==> config.mk <==
export PLATFORM = sky130hd
export DESIGN_NAME = sram_arbiter_nx1
export DESIGN_NICKNAME = d
export VERILOG_FILES = /design/src/rtl/sram_arbiter_nx1.sv
export SDC_FILE = /design/constraint.sdc
export NUM_CORES = 1
export LEC_CHECK = 0
export ABC_AREA = 1
export CORE_AREA = 4 4 120 122
export DETAILED_ROUTE_END_ITERATION = 8
export DIE_AREA = 0 0 124 126
export PLACE_DENSITY = 0.66
export SYNTH_ARGS = -nofsm -noshare
export SYNTH_HDL_FRONTEND = slang
export SYNTH_SLANG_ARGS = --single-unit
==> constraint.sdc <==
create_clock -name clk -period 2.5 [get_ports clk]
set_input_delay 0.75 -clock clk [delete_from_list [all_inputs] [get_ports clk]]
set_output_delay 0.75 -clock clk [all_outputs]
set_load 0.01 [all_outputs]
==> src/rtl/sram_arbiter_nx1.sv <==
// N-master to 1-slave SRAM-like bus arbiter with in-order response routing.
// Round-robin or fixed priority; an ID FIFO steers each data_ok to its issuer.
module sram_arbiter_nx1 #(
    parameter int N_MST     = 2,
    parameter int MAX_OUTST = 4,
    parameter int PRIO_MODE = 0
) (
    input  logic                          clk,
    input  logic                          resetn,
    input  logic [N_MST-1:0]              m_req,
    input  logic [N_MST-1:0]              m_wr,
    input  logic [2*N_MST-1:0]            m_size,
    input  logic [32*N_MST-1:0]           m_addr,
    input  logic [32*N_MST-1:0]           m_wdata,
    output logic [N_MST-1:0]              m_addr_ok,
    output logic [N_MST-1:0]              m_data_ok,
    output logic [32*N_MST-1:0]           m_rdata,
    output logic                          s_req,
    output logic                          s_wr,
    output logic [1:0]                    s_size,
    output logic [31:0]                   s_addr,
    output logic [31:0]                   s_wdata,
    input  logic                          s_addr_ok,
    input  logic                          s_data_ok,
    input  logic [31:0]                   s_rdata,
    output logic [$clog2(MAX_OUTST):0]    outst_cnt,
    output logic                          err_orphan
);

    localparam int IW    = (N_MST > 1) ? $clog2(N_MST) : 1;
    localparam int PW    = (MAX_OUTST > 1) ? $clog2(MAX_OUTST) : 1;
    localparam int CW    = $clog2(MAX_OUTST) + 1;
    localparam int DEPTH = 2 ** PW;
    localparam int RDW   = 32 * N_MST;

    typedef logic [IW-1:0]    id_t;
    typedef logic [PW-1:0]    ptr_t;
    typedef logic [CW-1:0]    cnt_t;
    typedef logic [N_MST-1:0] vec_t;

    logic  lock_vld_q, lock_vld_d;
    id_t   lock_id_q, lock_id_d;
    id_t   rr_ptr_q, rr_ptr_d;
    ptr_t  wr_ptr_q, wr_ptr_d;
    ptr_t  rd_ptr_q, rd_ptr_d;
    cnt_t  cnt_q, cnt_d;
    logic  orphan_q, orphan_d;
    id_t   fifo_q [DEPTH];

    id_t   grant;
    id_t   head;
    logic  found;
    int    idx;
    int    gsel;
    int    hsel;
    logic  req_any;
    logic  fifo_full;
    logic  fifo_empty;
    logic  accept;
    logic  pop;

    assign req_any    = |m_req;
    assign fifo_full  = (cnt_q == cnt_t'(MAX_OUTST));
    assign fifo_empty = (cnt_q == '0);
    assign s_req      = req_any && !fifo_full;
    assign accept     = s_req && s_addr_ok;
    assign pop        = s_data_ok && !fifo_empty;
    assign head       = fifo_q[rd_ptr_q];
    assign gsel       = int'(grant);
    assign hsel       = int'(head);
    assign outst_cnt  = cnt_q;
    assign err_orphan = orphan_q;

    // A held lock pins the grant so the stalled master's payload stays on the bus.
    always_comb begin
        grant = lock_id_q;
        found = 1'b0;
        idx   = 0;
        if (!lock_vld_q) begin
            grant = '0;
            for (int k = 0; k < N_MST; k++) begin
                if (PRIO_MODE != 0) begin
                    idx = k;
                end else begin
                    idx = int'(rr_ptr_q) + k;
                    if (idx >= N_MST) idx = idx - N_MST;
                end
                if (!found && m_req[id_t'(idx)]) begin
                    grant = id_t'(idx);
                    found = 1'b1;
                end
            end
        end
    end

    always_comb begin
        s_wr    = 1'b0;
        s_size  = '0;
        s_addr  = '0;
        s_wdata = '0;
        if (req_any) begin
            s_wr    = m_wr[grant];
            s_size  = 2'(m_size >> (2 * gsel));
            s_addr  = 32'(m_addr >> (32 * gsel));
            s_wdata = 32'(m_wdata >> (32 * gsel));
        end
    end

    always_comb begin
        m_addr_ok = '0;
        m_data_ok = '0;
        m_rdata   = '0;
        if (accept) m_addr_ok = vec_t'(1) << gsel;
        if (pop) begin
            m_data_ok = vec_t'(1) << hsel;
            m_rdata   = RDW'(s_rdata) << (32 * hsel);
        end
    end

    always_comb begin
        lock_vld_d = lock_vld_q;
        lock_id_d  = lock_id_q;
        rr_ptr_d   = rr_ptr_q;
        wr_ptr_d   = wr_ptr_q;
        rd_ptr_d   = rd_ptr_q;
        cnt_d      = cnt_q;
        orphan_d   = orphan_q;

        if (accept) begin
            lock_vld_d = 1'b0;
        end else if (s_req) begin
            lock_vld_d = 1'b1;
            lock_id_d  = grant;
        end

        if (accept && PRIO_MODE == 0) begin
            if (gsel == N_MST - 1) rr_ptr_d = '0;
            else                   rr_ptr_d = grant + id_t'(1);
        end

        if (accept) wr_ptr_d = wr_ptr_q + ptr_t'(1);
        if (pop)    rd_ptr_d = rd_ptr_q + ptr_t'(1);

        unique case ({accept, pop})
            2'b10:   cnt_d = cnt_q + cnt_t'(1);
            2'b01:   cnt_d = cnt_q - cnt_t'(1);
            default: cnt_d = cnt_q;
        endcase

        if (s_data_ok && fifo_empty) orphan_d = 1'b1;
    end

    always_ff @(posedge clk) begin
        if (!resetn) begin
            lock_vld_q <= 1'b0;
            lock_id_q  <= '0;
            rr_ptr_q   <= '0;
            wr_ptr_q   <= '0;
            rd_ptr_q   <= '0;
            cnt_q      <= '0;
            orphan_q   <= 1'b0;
        end else begin
            lock_vld_q <= lock_vld_d;
            lock_id_q  <= lock_id_d;
            rr_ptr_q   <= rr_ptr_d;
            wr_ptr_q   <= wr_ptr_d;
            rd_ptr_q   <= rd_ptr_d;
            cnt_q      <= cnt_d;
            orphan_q   <= orphan_d;
        end
    end

    // Storage needs no reset: the count alone defines which entries are live.
    always_ff @(posedge clk) begin
        if (resetn && accept) fifo_q[wr_ptr_q] <= grant;
    end

endmodule

==> results.txt, run 1 <==
----------------------------------------------------
[STA]
  Final sum of negative setup slack ... -2780 ps
  Hold violation total from the final report ... 0
  Min setup slack post-route ... -105 ps
  Final period util ... 104%
  Fin crit period ... 2600 ps
  Maximum frequency from static timing analysis ... 384 MHz
  Setup-violating endpoint count in the final report ... 55
  Setup repair after global routing missed its margin ... true
  Max transition margin ... between 80% and 90%
  Number of max-slew violations in the final report ... 0
  Clk_skew ... between 3 and 4 ps
  Slew @ Worst Pin ... between 200 and 250 ps

[Global routing]
  Vias in the first global route ... 4,648
  Global-route wire length before repair ... approximately 24,000 um
  Pin count of the biggest net entering global routing ... 38
  Number of antenna violations at the first check in global routing ... 0
  GR Overflow Total ... 0
  Overall global routing resource usage ... 18.9%

[Final layout]
  Final standard cell count with taps included and fillers excluded ... roughly 1,000
  Diode count ... 0
  Area of the multi-input gates ... 0.00251 mm2
  Final nets ... about 1,000
  Synthesis-to-finish area growth ... 160%
  Final std cell area, no fill ... 0.00706 mm2
  Register Area ... approximately 380 um2
  Number of fill cells in the layout ... roughly 1,300
  Share of layout cells above drive strength 1 ... between 30% and 40%

[Synth]
  Library cell with the largest summed area after synthesis ... sky130_fd_sc_hd__nor2_1
  Count of mapped cells out of synthesis ... 520
  Average instance area after synthesis ... 5.23 um2
  Most frequent cells after synthesis ... sky130_fd_sc_hd__nor2_1 (185), sky130_fd_sc_hd__nand2_1 (95), sky130_fd_sc_hd__nand3b_1 (67), sky130_fd_sc_hd__inv_1 (58), sky130_fd_sc_hd__nor3_1 (32)
  Post-synthesis compound-gate area fraction ... under 10%
  Adder-Cell Fraction of Synth Area ... 3.04%
  Ys flop type ... sky130_fd_sc_hd__dfxtp_1
  Main combinational cell family by area after synthesis ... simple AND/OR/NAND/NOR gates
  Synth Net Count ... 698
  Parity-gate share of the synthesized area counting xor and xnor cells ... 0%
  Most repeated cell in the gate-level netlist after synthesis ... sky130_fd_sc_hd__nor2_1
  Mux share of post-synthesis cell area ... 0%
  Synth area leaders ... sky130_fd_sc_hd__nor2_1 (26%), sky130_fd_sc_hd__nand3b_1 (18%), sky130_fd_sc_hd__nand2_1 (13%)
  Share of flip-flops with an asynchronous set or reset ... 0%
  Fraction of the mapped netlist area in simple logic gates ... ~66%
  Area share of the largest cell type after synthesis ... around 26%
  Yosys cell types ... 20
  Number of synthesized flops with an enable pin ... 4
  Summed instance area of the synthesized netlist ... between 0.002 and 0.003 mm2
  Seq/Total Area, Yosys ... between 10 and 15%
  Number of storage elements in the synthesis netlist ... 17
  Count of synthesis-stage warnings from yosys ... 0

[Clock network]
  Maximum count of clock buffers along a single path ... 2
  Cts-stage hold buffer count ... 0
  # H-tree levels ... 1
  Number of buffers inserted during clock tree synthesis ... 3
  Clock latency on the worst-skew pair ... between 200 and 300 ps
  Cell chosen for the clock root ... sky130_fd_sc_hd__clkbuf_16
  CTS clock-pin slew for the worst setup and hold paths ... around 50 ps
  TritonCTS Sinks ... 17
  Clock tree from TritonCTS ... built

[Power and ir drop]
  Worst-case vdd ir drop ... 0.000267 V
  Power density cells ... ~500 mW/mm2
  Leakage Power ... 3.43 nW

[Setup path]
  Startpoint of the worst setup timing path ... m_req[1]
  Worst-case reg-to-reg path depth ... 10
  List of cells traversed by the critical path ... buf_6 -> inv_4 -> nor2_4 -> nand2_2 -> nand2_4 -> clkinv_4 -> buf_12 -> buf_12 -> buf_16 -> nor2_4 -> nor2_2 -> buf_2
  Dominant delay contributor by cell family on the critical path ... buffers and inverters
  Capturing element type of the critical path ... primary output
  Endpoint of the worst-slack reg-to-reg timing path ... outst_cnt[1]
  Slowest CP cell ... sky130_fd_sc_hd__buf_16
  Worst r2r src ... outst_cnt[1]
  Number of buffers and inverters on the critical path ... 7
  Flop-to-flop setup slack ... between 600 and 700 ps
  Destination of the critical timing path ... s_addr[20]
  CP Data Arrival Time ... 1850 ps
  Longest individual stage delay on the worst path ... roughly 150 ps
  Crit Path Class ... in2out
  Worst-path maximum fanout ... 5
  Worst path required time ... about 1800 ps
  Total number of cells along the worst setup path ... 12
  Launching element type of the critical path ... primary input

[Floorplanning]
  Effective utilization at floorplan ... 20.6%
  DIE WIDTH ... approximately 120 um
  I/O pin cnt ... roughly 310
  Full die area ... about 0.016 mm2
  Core footprint ... approximately 0.013 mm2
  Placement row count ... 42
  Die boundary height ... ~130 um

[Detailed routing]
  Post-detailed-routing wire length ... 15,900 um
  Vias per cell ... 4.36
  Drt drc ... 0
  Detailed-routing iteration count for the pre-antenna-repair pass ... 4
  Post-route met1 wirelength ... around 6000 um
  Antenna-violating nets left ... 0
  First DRT Iteration DRCs ... between 100 and 150
  Count of vias placed by the detailed router ... between 4,000 and 5,000
  Detailed-routed wire length on met2 ... 8120 um
  Total length of routed met3 wires ... about 1500 um
  Highest metal used ... met4
  Detail-routed net length per standard cell ... between 15 and 20 um

[Place]
  Estimated wirelength of the detail-placed design ... 10,900 um
  RD Place Congestion ... approximately 0.86
  Placed insts ... roughly 1,000
  Place WS ... -857 ps
  Placed standard-cell area ... about 0.0062 mm2
  Port bufs ... 311

[Run]
  Max-capacitance violation count ... 0

[Hold path]
  Tightest Hold Check Type ... reg2reg

[Run status]
  Failing checks ... negative setup slack
  Outcome ... finished with violations

----------------------------------------------------
-- tightest hold or removal path, delay by kind of cell, from the launching register on --
| kind | cells | cell delay [ps] |
|---|---|---|
| compound gates | 1 | 50 |
| buf+inv | 1 | 50 |
| flops | 1 | 300 |
-- metrics by stage --
step / power, mW / hold slack, ps / util (%)
after floorplan: 1.43 / 464 / -
after global placement: 2.76 / 437 / 47.2
after detailed placement: 2.76 / 445 / 47.2
after CTS: 3.51 / 453 / 53.2
after global routing: 3.77 / 492 / 53.5
final: 3.50 / 450 / 53.5
-- routing by layer --
layer,vias to the layer above,global-route usage (%)
li1,2300,-
met5,-,0
met3,27,3.99
met2,204,35.3
met4,0,4.51
met1,2015,21.6
-- timing repair --
action / 4_1_cts / 5_1_grt
setup buffers: 18 / 3
cloned: 18 / 0
pin swaps: 54 / 35
endpoints found under the setup margin: 138 / 111
resized for setup: 728 / 47
-- layout make-up --
cell class	instances	share of cell area, %
Tap cell	176	3.12
Multi-Input combinational cell	406	35.6
Clock buffer	3	1.06
Clock inverter	1	0.0709
Inverter	59	3.24
Timing Repair Buffer	380	51.6
Sequential cell	17	5.39
-- layout by cell type, fill, tap and decap left out, drive strengths merged --
cell and instances:
nand2 99, clkdlybuf4s15 9, buf 194, fa 1, bufbuf 1, nand3b 67
o21ai 3, dlygate4sd2 1, nand3 8, ha 5, clkinv 2, dfxtp 13
inv 58, nor3 32, clkdlybuf4s50 172, edfxtp 4, a21oi 5, nor2 186
clkbuf 6
-- how the worst min path moves through the flow --
stage / from / end / slack (ps) / cells past startpoint
after global placement: err_orphan / err_orphan / 440 / 2
final: err_orphan / err_orphan / 450 / 2
after floorplan: lock_vld_q / lock_vld_q / 460 / 2
after CTS: err_orphan / err_orphan / 450 / 2
after global routing: err_orphan / err_orphan / 490 / 2
after detailed placement: err_orphan / err_orphan / 450 / 2
-- report_power, final --
part / switching [mW] / total, mW / internal, mW
logic: 1.37 / 2.80 / 1.43
registers: 0.0411 / 0.381 / 0.340
clock network: 0.101 / 0.315 / 0.214
-- kinds of logic after synthesis --
group,Yosys count
and+or+nand+nor,392
AOI/OAI and AO/OA,8
buffers and inverters,97
DFF,17
adders and majority gates,6
Note: power is estimated with default switching activity, not from simulation.
==> run 2, diff against run 1 <==
==> constraint.sdc (replaced) <==
create_clock -name clk -period 2.95 [get_ports clk]
set_input_delay 0.885 -clock clk [delete_from_list [all_inputs] [get_ports clk]]
set_output_delay 0.885 -clock clk [all_outputs]
set_load 0.01 [all_outputs]
==> run 2 against run 1 <==
The run now ends clean. Non-clock buffer count shrank 26. Worst hold slack gained 2.5 ps. Combinational power shrank 33%. Critical path depth shrank 4. Sequential power shrank 14%. Register-to-register slack gained 340 ps. Final cell count shrank 2.5%. Power shrank 29%. Clock skew shrank 1.2 ps. Clock power shrank 14%. Via count shrank 4.3%.
==> results.txt, run 2 (synthesis gave the netlist of run 1 again) <==
----------------------------------------------------
[Final layout]
  Diode count ... 0
  Number of fill cells in the layout ... roughly 1,400
  Final nets ... 1,019
  Leading cell type in the layout, fill and taps excluded ... sky130_fd_sc_hd__nor2_1
  Synthesis-to-finish area growth ... 126%
  Most frequent cells in the layout ... sky130_fd_sc_hd__nor2_1 (175), sky130_fd_sc_hd__clkdlybuf4s50_1 (172), sky130_fd_sc_hd__nand2_1 (92)
  Share of layout cells above drive strength 1 ... between 10% and 20%

[Place]
  Port bufs ... slightly above 300
  Estimated wirelength of the detail-placed design ... 11,300 um
  RD Place Congestion ... between 0.8 and 0.9

[Setup path]
  Slowest CP cell ... sky130_fd_sc_hd__dlygate4sd2_1
  Crit Path Class ... in2out
  Launching element type of the critical path ... primary input
  Endpoint of the worst-slack reg-to-reg timing path ... outst_cnt[2]
  Longest individual stage delay on the worst path ... 280 ps
  Capturing element type of the critical path ... primary output
  Worst-path maximum fanout ... 19
  Flop-to-flop setup slack ... 960 ps
  List of cells traversed by the critical path ... dlygate4sd2_1 -> nand2_2 -> buf_4 -> inv_2 -> nand2_2 -> buf_12 -> nor2_1 -> dlygate4sd2_1
  Worst path required time ... between 2000 and 2500 ps
  Worst r2r src ... outst_cnt[0]
  CP Data Arrival Time ... 2000 ps
  Worst-case reg-to-reg path depth ... 15

[Detailed routing]
  First DRT Iteration DRCs ... about 170
  Detail-routed net length per standard cell ... between 10 and 15 um
  Count of vias placed by the detailed router ... ~4,400
  Detailed-routing iteration count for the pre-antenna-repair pass ... 4
  Antenna-violating nets left ... 0
  Drt drc ... 0
  Vias per cell ... between 4 and 5
  Post-detailed-routing wire length ... 14,000 um

[Clock network]
  CTS clock-pin slew for the worst setup and hold paths ... around 50 ps
  Cts-stage hold buffer count ... 0
  # H-tree levels ... 1
  TritonCTS Sinks ... 17
  Cell chosen for the clock root ... sky130_fd_sc_hd__clkbuf_16
  Maximum count of clock buffers along a single path ... 2
  Clock tree from TritonCTS ... built
  Number of buffers inserted during clock tree synthesis ... 3
  Clock latency on the worst-skew pair ... 250 ps

[Power and ir drop]
  Worst-case vdd ir drop ... between 0.0002 and 0.00025 V
  Design Power ... about 2.5 mW
  Power density cells ... 401 mW/mm2
  Leakage Power ... about 3.3 nW

[Hold path]
  Hold path startpoint ... err_orphan
  Number of cells on the worst hold path ... 2
  Tightest Hold Check Type ... reg2reg
  Worst hold path endpoint ... err_orphan

[Run status]
  Outcome ... finished, final reports clean

[Global routing]
  Pin count of the biggest net entering global routing ... 55
  GR Overflow Total ... 0
  Number of antenna violations at the first check in global routing ... 0
  Vias in the first global route ... ~4,300
  Overall global routing resource usage ... 16.6%
  Global-route wire length before repair ... roughly 21,000 um

[Floorplanning]
  I/O pin cnt ... about 310
  DIE WIDTH ... 124 um
  Placement row count ... 42
  Die boundary height ... between 100 and 150 um
  Effective utilization at floorplan ... 20.6%
  Core footprint ... about 0.013 mm2
  Full die area ... about 0.016 mm2

[STA]
  Clk_skew ... approximately 1.9 ps
  Slew @ Worst Pin ... between 500 and 600 ps
  Fin crit period ... roughly 2900 ps
  Setup repair after global routing missed its margin ... false
  Maximum frequency from static timing analysis ... between 300 and 400 MHz
  Fin Hold WS ... about 450 ps
  Hold violation total from the final report ... 0
  Final period util ... 97.8%
  Setup-violating endpoint count in the final report ... 0
  Number of max-slew violations in the final report ... 0
  Max transition margin ... 63.3%

[Run]
  Max-capacitance violation count ... 0

----------------------------------------------------
run 2: cell count changes in the layout (fill, tap and decap cells not counted), sizes merged:
cell	delta
buf	-89
dlygate4sd2	+59
clkbuf	+4
clkdlybuf4s15	-1
clkinv	-1
dlymetal6s2s	+1
inv	+1
run 2: repair_timing:
item	CTS	global route
resized for setup	369	21
buffers inserted	5	1
endpoints found under the setup margin	136	47
pin swaps	8	5
cloned	5	0
run 2: worst max-delay path by stage:
| stage | from | end | slack [ps] |
|---|---|---|---|
| global placement | m_req[1] | s_wdata[8] | -740 |
| CTS | m_req[1] | s_wdata[14] | 2 |
| detailed placement | m_req[1] | s_wdata[8] | -740 |
| floorplan | m_req[1] | s_wdata[0] | 340 |
| finish | s_data_ok | m_rdata[27] | 60 |
| global route | s_data_ok | m_rdata[4] | 0.2 |
run 2: stage by stage:
step           TNS, ps  std cells  area (um2)  setup slack [ps]  utilization [%]
6_report             0       1016        6150              63.7             46.6
5_1_grt              0       1016        6150             0.236             46.6
4_1_cts              0       1015        6180              1.82             46.9
3_5_place_dp    -67850       1001        6160              -742             46.7
3_3_place_gp    -67030       1001        6160              -741             46.7
2_1_floorplan        0        520        2720               344                -
run 2: report_power, final:
part | internal [mW] | switching, mW
Sequential | 0.288 | 0.0390
Combinational | 0.925 | 0.946
Clock | 0.181 | 0.0899
Total | 1.40 | 1.07
run 2: layer usage:
metal,part of all wire [%],global-route usage [%],vias to the layer above
li1,-,-,2234
met1,38,18.6,1913
met2,51,31.1,194
met3,10,4.39,11
met4,1.1,2.96,0
met5,0,0,-
run 2: worst max-delay path: cells and delay by family:
| kind | cells | cell delay (ps) |
|---|---|---|
| buffers and inverters | 5 | 860 |
| and+or+nand+nor | 3 | 240 |
run 2: final cells by class:
cell class                      instances  area [um2]  area share (%)
Clock buffer                            3        75.1            1.22
Clock inverter                          1        5.00          0.0814
Inverter                               59         229            3.72
Multi-Input combinational cell        406        1970            32.0
Sequential cell                        17         380            6.18
Tap cell                              176         220            3.58
Timing Repair Buffer                  354        3270            53.2
